[src/rtl/counter_pkg.sv]
// ----------------------------------------------------------------------------
// counter_pkg
//   Shared definitions for the counter family.
//   - mode_t : 2-bit counting mode encoding used on the `mode` input.
//       MODE_UP     (00) : count up, wrap MODULO-1 -> 0
//       MODE_DOWN   (01) : count down, wrap 0 -> MODULO-1
//       MODE_BOUNCE (10) : ping-pong between 0 and MODULO-1
//       MODE_HOLD   (11) : keep value and direction
// ----------------------------------------------------------------------------
package counter_pkg;

    typedef enum logic [1:0] {
        MODE_UP     = 2'b00,
        MODE_DOWN   = 2'b01,
        MODE_BOUNCE = 2'b10,
        MODE_HOLD   = 2'b11
    } mode_t;

endpackage : counter_pkg

[src/rtl/mode_counter_bin2gray.sv]
// ----------------------------------------------------------------------------
// bin2gray
//   Combinational binary-to-Gray converter (reflected binary code).
//   Ports:
//     bin  in  WIDTH : binary value
//     gray out WIDTH : bin ^ (bin >> 1)
// ----------------------------------------------------------------------------
module bin2gray #(
    parameter int WIDTH = 3
) (
    input  logic [WIDTH-1:0] bin,
    output logic [WIDTH-1:0] gray
);

    assign gray = bin ^ (bin >> 1);

endmodule : bin2gray

[src/rtl/mode_counter.sv]
// ----------------------------------------------------------------------------
// mode_counter
//   Parametrised synchronous counter with up / down / bounce / hold modes,
//   parallel load, count enable and a one-cycle terminal-count strobe.
//   All state (binary count, direction, tc) is registered; latency is one
//   cycle from sampled inputs to outputs.
//
//   Parameters:
//     WIDTH  : counter width in bits
//     MODULO : count range 0..MODULO-1, 1 <= MODULO <= 2**WIDTH
//
//   Ports:
//     clk      in  1     : clock, rising edge
//     rst      in  1     : synchronous active-high reset (q=0, dir=1, tc=0)
//     en       in  1     : count enable, one step per cycle
//     mode     in  2     : mode_t (00 up, 01 down, 10 bounce, 11 hold)
//     load     in  1     : parallel load strobe (priority over en)
//     load_val in  WIDTH : load value, clamped to MODULO-1
//     q        out WIDTH : count (Gray-coded in the Gray build)
//     dir      out 1     : current direction, 1 = up
//     tc       out 1     : terminal-count strobe, high with the wrapped or
//                          turned value
//
//   Build option:
//     MODE_COUNTER_GRAY_OUT_EN : when defined, q = bin ^ (bin >> 1) of the
//                                internal binary count; otherwise q is the
//                                plain binary count.
// ----------------------------------------------------------------------------
module mode_counter
    import counter_pkg::*;
#(
    parameter int WIDTH  = 3,
    parameter int MODULO = 8
) (
    input  logic             clk,
    input  logic             rst,
    input  logic             en,
    input  logic [1:0]       mode,
    input  logic             load,
    input  logic [WIDTH-1:0] load_val,
    output logic [WIDTH-1:0] q,
    output logic             dir,
    output logic             tc
);

    // ------------------------------------------------------------------
    // Elaboration-time parameter check
    // ------------------------------------------------------------------
    if ((MODULO < 1) || (longint'(MODULO) > (longint'(1) << WIDTH))) begin : g_bad_modulo
        $error("mode_counter: MODULO must satisfy 1 <= MODULO <= 2**WIDTH");
    end

    // Largest legal count and the bounce turnaround targets. For MODULO=1
    // the only legal value is 0, so both turnaround targets collapse to 0.
    localparam logic [WIDTH-1:0] MAX_VAL  = WIDTH'(MODULO - 1);
    localparam logic [WIDTH-1:0] TURN_TOP = (MODULO > 1) ? WIDTH'(MODULO - 2) : '0;
    localparam logic [WIDTH-1:0] TURN_BOT = (MODULO > 1) ? WIDTH'(1) : '0;
    localparam logic [WIDTH-1:0] ONE      = WIDTH'(1);

    // ------------------------------------------------------------------
    // State
    // ------------------------------------------------------------------
    logic [WIDTH-1:0] q_bin;
    logic             dir_r;
    logic             tc_r;

    logic [WIDTH-1:0] q_nxt;
    logic             dir_nxt;
    logic             tc_nxt;

    mode_t            mode_s;

    assign mode_s = mode_t'(mode);

    // ------------------------------------------------------------------
    // Next-state: load has priority over counting. Increments only happen
    // below MAX_VAL and decrements only above 0, so the WIDTH-bit
    // arithmetic never overflows even when MODULO = 2**WIDTH.
    // ------------------------------------------------------------------
    always_comb begin
        q_nxt   = q_bin;
        dir_nxt = dir_r;
        tc_nxt  = 1'b0;

        if (load) begin
            q_nxt = (load_val > MAX_VAL) ? MAX_VAL : load_val;
            case (mode_s)
                MODE_UP:   dir_nxt = 1'b1;
                MODE_DOWN: dir_nxt = 1'b0;
                default:   dir_nxt = dir_r;
            endcase
        end else if (en) begin
            case (mode_s)
                MODE_UP: begin
                    dir_nxt = 1'b1;
                    if (q_bin == MAX_VAL) begin
                        q_nxt  = '0;
                        tc_nxt = 1'b1;
                    end else begin
                        q_nxt = q_bin + ONE;
                    end
                end

                MODE_DOWN: begin
                    dir_nxt = 1'b0;
                    if (q_bin == '0) begin
                        q_nxt  = MAX_VAL;
                        tc_nxt = 1'b1;
                    end else begin
                        q_nxt = q_bin - ONE;
                    end
                end

                MODE_BOUNCE: begin
                    // The end value is shown for one cycle, then the next
                    // step turns around and moves one away from the end.
                    if (dir_r) begin
                        if (q_bin == MAX_VAL) begin
                            q_nxt   = TURN_TOP;
                            dir_nxt = 1'b0;
                            tc_nxt  = 1'b1;
                        end else begin
                            q_nxt = q_bin + ONE;
                        end
                    end else begin
                        if (q_bin == '0) begin
                            q_nxt   = TURN_BOT;
                            dir_nxt = 1'b1;
                            tc_nxt  = 1'b1;
                        end else begin
                            q_nxt = q_bin - ONE;
                        end
                    end
                end

                default: begin
                    // MODE_HOLD: keep q and dir, tc stays low
                    q_nxt   = q_bin;
                    dir_nxt = dir_r;
                end
            endcase
        end
    end

    // ------------------------------------------------------------------
    // State register
    // ------------------------------------------------------------------
    always_ff @(posedge clk) begin
        if (rst) begin
            q_bin <= '0;
            dir_r <= 1'b1;
            tc_r  <= 1'b0;
        end else begin
            q_bin <= q_nxt;
            dir_r <= dir_nxt;
            tc_r  <= tc_nxt;
        end
    end

    assign dir = dir_r;
    assign tc  = tc_r;

    // ------------------------------------------------------------------
    // Output encoding
    // ------------------------------------------------------------------
`ifdef MODE_COUNTER_GRAY_OUT_EN
    bin2gray #(
        .WIDTH (WIDTH)
    ) u_bin2gray (
        .bin  (q_bin),
        .gray (q)
    );
`else
    assign q = q_bin;
`endif

endmodule : mode_counter
[config.mk]
export PLATFORM = sky130hd
export DESIGN_NAME = mode_counter
export DESIGN_NICKNAME = d
export VERILOG_FILES = /design/src/rtl/counter_pkg.sv /design/src/rtl/mode_counter_bin2gray.sv /design/src/rtl/mode_counter.sv
export SDC_FILE = /design/constraint.sdc
export NUM_CORES = 1
export LEC_CHECK = 0
export CORE_MARGIN = 2
export CORE_UTILIZATION = 25
export CTS_CLUSTER_SIZE = 14
export DETAILED_ROUTE_END_ITERATION = 12
export GPL_ROUTABILITY_DRIVEN = 0
export SKIP_LAST_GASP = 1
export SYNTH_ARGS = -nofsm -noshare
export SYNTH_HDL_FRONTEND = slang
export SYNTH_SLANG_ARGS = --single-unit
export TNS_END_PERCENT = 30
[constraint.sdc]
create_clock -name clk -period 2.2 [get_ports clk]
set_input_delay 0.44 -clock clk [delete_from_list [all_inputs] [get_ports clk]]
set_output_delay 0.44 -clock clk [all_outputs]
set_load 0.1 [all_outputs]
## Word level (Yosys, flattened, before mapping)

Index checks and enable logic that the tools add are counted.

| storage, ports and cells | value |
|---|---|
| flip-flop bits (word level) | 5 |
| bits in latches | 0 |
| memory bits (writable) | 0 |
| ROM bits | 0 |
| output and inout bits | 5 |
| word-level logic and storage cells | 38 |
| memories kept | 0 |

| cells by class | value |
|---|---|
| $add $sub $neg | 2 |
| $mul | 0 |
| div/mod/pow operators | 0 |
| order comparisons | 1 |
| equality and inequality tests | 4 |
| shift operators | 0 |
| multiplexer cells | 19 |
| bitwise operators | 1 |
| reductions and logical operators | 8 |

Operator list:

| kind | number |
|---|---|
| $mux W3 | 8 |
| $pmux W3 S3 | 1 |
| $mux W1 | 7 |
| $pmux W1 S3 | 2 |
| $reduce_bool A4 Y1 | 1 |
| $add A3 B1 Y3 const B | 1 |
| $eq A3 B3 Y1 const B | 1 |
| $gt A3 B3 Y1 const B | 1 |
| $logic_not A3 Y1 | 1 |
| $ne A3 B1 Y1 const B | 1 |
| $reduce_and A3 Y1 | 1 |
| $reduce_bool A3 Y1 | 1 |
| $reduce_or A3 Y1 | 1 |
| $sub A3 B1 Y3 const B | 1 |
| $eq A2 B1 Y1 const B | 1 |
| $eq A2 B2 Y1 const B | 1 |
| $logic_not A2 Y1 | 1 |
| $pmux W1 S2 | 1 |
| $reduce_and A2 Y1 | 1 |
| $reduce_bool A2 Y1 | 1 |
| $not A1 Y1 | 1 |

## Depth between registers and ports, before layout

Gate-level depths: netlist (run 1).

| logic depth | value |
|---|---|
| depth after elaboration | 6 |
| depth in mapped cells | 7 |

## Least setup slack after synthesis (run 1)

No wires, ideal clock.

| timing | value |
|---|---|
| path kind | register to register |
| start | register q_bin[0], in the netlist q[0] |
| end | register q_bin[1], in the netlist q[1] |
| arrival time | 2427 ps |
| path slack | -318 ps |
| cell stages (with the launch flop) | 7 |
| clock period less this slack | 2518 ps |
| cells stage by stage | dfxtp_1 -> inv_1 -> ha_1 -> or2b_1 -> a21oi_1 -> or4b_1 -> a311oi_1 |

| between the ends | value |
|---|---|
| word-level cells in the longest chain between the ends | 6 |
| elaborated cells between the ends (all ways) | 12 |
| those cells by class | 2 x add/sub; 1 x eq/ne; 8 x mux; 1 x reduce/logical |

Ends and longest elaborated chain:

| item | RTL line | text |
|---|---|---|
| from (decl) | mode_counter.sv:63 | `logic [WIDTH-1:0] q_bin;` |
| from (signal assigned) | mode_counter.sv:154 | `q_bin <= q_nxt;` |
| $sub A3 B1 Y3 (tied with other cells) | mode_counter.sv:110, mode_counter.sv:131 |  |
| $mux W3, on equally long branches | mode_counter.sv:126, mode_counter.sv:118 |  |
| $mux W3 | mode_counter.sv:117 | `if (dir_r) begin` |
| $pmux W3 S3 (*) | mode_counter.sv:93 | `case (mode_s)` |
| $mux W3 (*) | mode_counter.sv:92 | `end else if (en) begin` |
| $mux W3 (*) | mode_counter.sv:85 | `if (load) begin` |

Mark *: on every way between the ends. The rest lies on a longest branch, timed or not. The select of a mux whose other input is x is not followed.
A chain may end at the register's enable or synchronous reset.

## Final worst setup path (run 1)

| timing | value |
|---|---|
| start | input mode[1] |
| end | register q_bin[1], in the netlist q[1] |

| between the ends | value |
|---|---|
| word-level cells in the longest chain between the ends | 4 |
| elaborated cells between the ends (all ways) | 8 |
| those cells by class | 2 x eq/ne; 3 x mux; 3 x reduce/logical |

Ends and longest elaborated chain:

| item | RTL line | text |
|---|---|---|
| from (decl) | mode_counter.sv:38 | `input logic [1:0] mode,` |
| $eq A2 B2 Y1 (tied with other cells) | mode_counter.sv:93 |  |
| $pmux W3 S3 | mode_counter.sv:93 |  |
| $mux W3 | mode_counter.sv:92 |  |
| $mux W3 | mode_counter.sv:85 |  |

Several ways; a longest one is shown, not always the timed one. The select of a mux whose other input is x is not followed.

==> impl_metrics.tcl, run 1 <==
set metrics [dict create \
    status "finished clean" \
    timing.reg2reg.setup_slack_ns 0.36 \
    final_antenna_net_count 0 \
    seqPwrFrac_pct 27.9 \
    synth_most_common_cell "ha_1" \
    synth_edf_count 0 \
    rr_worst_depth 6 \
    drc 0 \
    worstReg2RegEnd "q[1]" \
    grt_pass1_vias 544 \
    cts_buffers 3 \
    cts_tree "built" \
    synth_nets 88 \
    wl_per_cell_um 11.9 \
    die_y_um 51.1 \
    clk_pin_slew_ns 0.04 \
    yosys.area.top_type_share_pct 20.3 \
    synth_area_leaders "ha_1, dfxtp_1, a221o_1, a21oi_1, inv_1" \
    p_leak_nw 0.328 \
    placed_area_um2 756 \
    clockRootBuffer "clkbuf_4" \
    synthXorXnorAreaFrac_pct 0 \
    yosys.area_share.adder_pct 20.3 \
    fin_skew_ns 0.00557 \
    syn_to_final_growth_pct 40.8 \
    diodes 0 \
    max_cap_viol_count 0 \
    synth_flop_cell "dfxtp_1" \
    synth_top_area_cell "ha_1" \
    async_flop_share_pct 0 \
    synth-compound-area-share_pct 29.7 \
    drtIter0Drc 15 \
    antenna_found_initial 0 \
    grt_max_degree 12 \
    p_sw_w 0.000164 \
    fillers 223 \
    overflow 0 \
    start_util_pct 25.9 \
    period_share_pct 89.3 \
    hp-class "reg2reg" \
    vias 585 \
    fmax_ghz 0.509 \
    slew_viol_final 0 \
    final_cell_area_um2 782 \
    switching_share_pct 40.7 \
    p_comb_share_pct 44.5 \
    synth_simple_gate_area_share_pct 23.2 \
    fin_ws_ns 0.235 \
    num_io_pins 14 \
    grt_util_all_layers_pct 12.6 \
    die_area_mm2 0.00262 \
    avgSynthCellArea_um2 7.94 \
    worstPathMaxFanout 7 \
    routed_via_density 4.88 \
    hpwl_um 1100 \
    peakVddDrop_mv 0.234 \
    p_per_area_mw_per_mm2 516 \
    wirelength_um 1420 \
    cp-start-kind "primary input" \
    coreArea_mm2 0.00215 \
    setup.worst_path.start "mode[1]" \
    hold_buffers 0 \
    r2r-start "q[0]" \
    final_cells 120 \
    syn_inst 70 \
    ys_seq_elements 5 \
    end_kind "register" \
    tightest_slew_ns 0.378 \
    clkPwrFrac_pct 27.6 \
    drive_gt1_share_pct 22.8 \
    dpl.cell_count 116 \
    clockBufferDepth 2 \
    yosysUniqueCellTypes 28 \
    nets 111 \
    firstDrtPassIters 4 \
    clk_latency_ns 0.25 \
    post-cts-setup-buffers 0 \
    worstPathArrival_ns 2.11 \
    required_ns 2.35 \
    synth_common_cells "ha_1, a21oi_1, inv_1, nor2_1" \
    finalHoldViolCount 0 \
    clock-sinks 5 \
    synth.area.mux_share_pct 2.03 \
    netlist_area_um2 556 \
    grt_setup_unrepaired "false" \
    htreeDepth 1 \
    ys_seq_area_share_pct 18.0 \
    synth_top_family_by_area "compound AO/OA/AOI/OAI gates" \
    die_w_um 51.1 \
    internal-power_w 0.000239 \
    yosys_warnings 0 \
    endpoint "q[1]" \
    max_slew_margin_pct 74.8 \
    post_cts_resized 0 \
    crit_type "in2reg" \
    dp_slack_ns -0.0183 \
    layout_min_cycle_time_ns 1.97 \
    setup_viol 0 \
    io_buffers 13 \
    grt_pass1_wl_um 2490 \
    hold_ws_ns 0.623 \
    rows 17 \
]
==> through the flow <==
stage	TNS, ns	total power (W)	util, %
after floorplan	0	0.000234	-
after global placement	0	0.000292	35.2
after detailed placement	-0.0183	0.000292	35.2
after CTS	0	0.000405	36.4
after global routing	0	0.000425	36.4
final	0	0.000404	36.4
==> kinds of logic (layout without fill, tap and decap cells) <==
family	count (synthesis)	in the layout
muxes	1	1
and+or+nand+nor	23	23
DFF	5	5
AOI/OAI and AO/OA	23	23
buffers and inverters	9	31
adders and majority gates	9	9
==> worst min path at each step <==
stage	startpoint	cells after the start	to	slack (ns)
after global placement	q[1]	2	q[1]	0.62
after detailed placement	q[1]	2	q[1]	0.62
after floorplan	rst	1	q[1]	0.50
after global routing	q[1]	2	q[1]	0.68
final	q[1]	2	q[1]	0.62
after CTS	q[1]	2	q[1]	0.63
==> metal layers <==
layer	GRT usage (%)	part of all wire [%]	wire (um)
met1	17.1	48	678
met2	19.5	45	643
met3	3.80	7.2	102
met4	2.70	0	0
met5	0	0	0
==> worst max-delay path: stages <==
cell and delay [ns]:
clkdlybuf4s50_1 0.50, inv_1 0.07, ha_1 0.40, or4b_1 0.45
a311oi_1 0.25
==> cells in the final DEF (no fill, tap or decap), drive strengths merged <==
| cell | n |
|---|---|
| a21oi | 7 |
| a221o | 4 |
| a22oi | 1 |
| a311o | 1 |
| a311oi | 1 |
| a31oi | 1 |
| buf | 13 |
| clkbuf | 4 |
| clkdlybuf4s50 | 8 |
| dfxtp | 5 |
| ha | 9 |
| inv | 6 |
| mux2 | 1 |
| nand2 | 5 |
| nand2b | 1 |
| nand3 | 2 |
| nand3b | 1 |
| nor2 | 6 |
| nor2b | 1 |
| nor3 | 2 |
| o21a | 1 |
| o21ai | 3 |
| o221ai | 1 |
| o31a | 2 |
| o32ai | 1 |
| or2b | 2 |
| or3 | 1 |
| or3b | 1 |
| or4b | 1 |
==> state kept, by name (all words and copies together), names as in the netlist <==
signal	flops
dir	1
q	3
tc	1
==> layout make-up <==
type                            instances  area [um2]  share of cell area (%)
Timing Repair Buffer                   21         178                    22.7
Clock buffer                            4        26.3                    3.36
Sequential cell                         5         103                    13.1
Tap cell                               28        35.0                    4.48
Multi-Input combinational cell         56         418                    53.4
Inverter                                6        22.5                    2.88
==> power groups by stage <==
stage	combinational [W]	clock, W	sequential (W)
2_1_floorplan	0.0000768	0	0.000158
3_3_place_gp	0.000177	0	0.000115
3_5_place_dp	0.000178	0	0.000114
4_1_cts	0.000179	0.000114	0.000113
5_1_grt	0.000193	0.000116	0.000115
6_report	0.000180	0.000111	0.000113
Note: power is estimated with default switching activity, not from simulation.
==> run 2, diff against run 1 <==
ABC_AREA = 1   (was unset)
CORE_MARGIN = unset   (was 2)
==> impl_metrics.tcl, run 2 <==
set metrics [dict create \
    firstDrtPassIters 4 \
    yosysUniqueCellTypes 18 \
    max_slew_margin_pct 81.5 \
    synth_most_common_cell "nand2_1" \
    final_antenna_net_count 0 \
    highest_layer "met4" \
    clkPwrFrac_pct 26.1 \
    clockRootBuffer "clkbuf_4" \
    synth_edf_count 0 \
    dp_slack_ns 0.153 \
    status "finished clean" \
    synth_nets 107 \
    switching_share_pct 42.6 \
    peakVddDrop_mv 0.498 \
    worstPathMaxFanout 6 \
    layout_min_cycle_time_ns 1.82 \
    required_ns 2.37 \
    nets 127 \
    largest_reg_flops 3 \
    tns_ns 0 \
    max_stage_delay_ns 0.47 \
    synth_area_leaders "ha_1, nand2_1, dfxtp_1, inv_1, nand3_1" \
    rows 16 \
    fin_ws_ns 0.385 \
    hold_buffers 0 \
    post-cts-setup-buffers 0 \
    synth_flop_cell "dfxtp_1" \
    crit_family "buffers and inverters" \
    die_area_mm2 0.00241 \
    yosys.area.top_type_share_pct 20.3 \
    power_w 0.000401 \
    hp-class "reg2reg" \
    syn_inst 89 \
    clockBufferDepth 2 \
    grt_pass1_wl_um 2240 \
    slew_viol_final 0 \
    tightest_slew_ns 0.279 \
    drc 0 \
    num_io_pins 14 \
    wl_met3_um 73 \
    start_util_pct 27.4 \
    setup_viol 0 \
    grt_pass1_vias 506 \
    die_w_um 49.1 \
    vias 629 \
    grt_max_degree 7 \
    clk_latency_ns 0.24 \
    p_per_area_mw_per_mm2 536 \
    syn_to_final_growth_pct 34.8 \
    finalHoldViolCount 0 \
    cp-start-kind "primary input" \
    hpwl_um 1160 \
    clk_pin_slew_ns 0.04 \
    cts_tree "built" \
    io_buffers 13 \
    synth_common_cells "nand2_1, inv_1, ha_1" \
    grt_util_all_layers_pct 12.8 \
    cts_buffers 3 \
    drtIter0Drc 26 \
    crit_type "in2reg" \
    ys_seq_area_share_pct 18.1 \
    path_buf_inv 3 \
    routed_via_density 4.66 \
    p_leak_nw 0.387 \
    fmax_ghz 0.551 \
    post_cts_resized 0 \
    grt_setup_unrepaired "false" \
    crit_chain "clkdlybuf4s50_1 > inv_1 > ha_1 > o21ai_0 > nand2_1 > inv_1 > nand2_1 > a31oi_1" \
    avgSynthCellArea_um2 6.23 \
    die_y_um 49.1 \
    seqPwrFrac_pct 27.3 \
    p_sw_w 0.000170 \
    synth_top_area_cell "ha_1" \
    antenna_found_initial 0 \
    internal-power_w 0.000230 \
    period_share_pct 82.5 \
    layout_common_cells "nand2_1, inv_1, ha_1, clkdlybuf4s50_1" \
    async_flop_share_pct 0 \
    coreArea_mm2 0.00202 \
    end_kind "register" \
    wl_per_cell_um 10.5 \
    clock-sinks 5 \
    wirelength_um 1420 \
    yosys_warnings 0 \
    m1WireLength_um 672 \
    met2_length_um 642 \
    p_comb_share_pct 46.6 \
    cp_slowest_cell "clkdlybuf4s50_1" \
    netlist_area_um2 554 \
    fin_skew_ns 0.000169 \
    drive_gt1_share_pct 13.9 \
    htreeDepth 1 \
    fillers 224 \
    overflow 0 \
    utilization_pct 36.9 \
    worstPathArrival_ns 1.99 \
    ys_seq_elements 5 \
    final_common_cell "nand2_1" \
    max_cap_viol_count 0 \
    diodes 0 \
]
run 2: changes by cell type after synthesis, moves of 4 or more:
cell | before | now
nand3_1 | 2 | 7
a221o_1 | 4 | 0
inv_1 | 6 | 14
nand2_1 | 5 | 28
a21oi_1 | 7 | 3
run 2: power by group through the flow:
stage / sequential [W] / clock, W / combinational [W]
after floorplan: 0.000159 / 0 / 0.0000833
after global placement: 0.000111 / 0 / 0.000184
after detailed placement: 0.000111 / 0 / 0.000185
after CTS: 0.000109 / 0.000109 / 0.000186
after global routing: 0.000111 / 0.000118 / 0.000203
final: 0.000109 / 0.000105 / 0.000187
run 2: logic make-up (layout without fill, tap and decap cells):
group                      count (synthesis)  after routing  share of synthesized area (%)
DFF                                        5              5                           18.1
and+or+nand+nor                           49             49                           39.5
buffers and inverters                     15             34                           10.2
AOI/OAI and AO/OA                         11             11                           12.0
adders and majority gates                  9              9                           20.3
run 2: worst register-to-register path: cells and delay by family (launching register included):
| kind | cells | cell delay (ns) |
|---|---|---|
| AOI/OAI and AO/OA | 1 | 0.05 |
| and+or+nand+nor | 6 | 0.62 |
| DFF | 1 | 0.41 |
| adders and majority gates | 1 | 0.26 |
| buffers and inverters | 1 | 0.11 |
run 2: per-stage QoR:
step / cells / hold slack [ns] / cell area, um2
after global routing: 135 / 0.598 / 747
after global placement: 131 / 0.533 / 721
after CTS: 135 / 0.559 / 747
after detailed placement: 131 / 0.553 / 721
final: 135 / 0.547 / 747
after floorplan: 89 / 0.509 / 554
run 2: cell type report:
cell class / instances / area [um2] / share of cell area, %
repair buffers: 15 / 133 / 17.8
well taps: 27 / 33.8 / 4.52
flip-flops and latches: 5 / 100 / 13.4
multi-input cells: 69 / 398 / 53.3
inverters: 15 / 56.3 / 7.54
clock buffers: 4 / 26.3 / 3.52
run 2: per-layer routing:
metal	up-vias	track usage [%]
met5	-	0
met4	0	7.35
met3	4	5.30
met2	24	17.6
met1	274	16.5
li1	327	-
run 2: final timing paths:
kind	cells after the start	slack [ns]	to	start
setup / recovery	8	0.38	q[0]	mode[0]
hold / removal	2	0.55	q[1]	q[1]
setup reg to reg	9	0.63	q[1]	q[0]
hold reg to reg	2	0.55	q[1]	q[1]
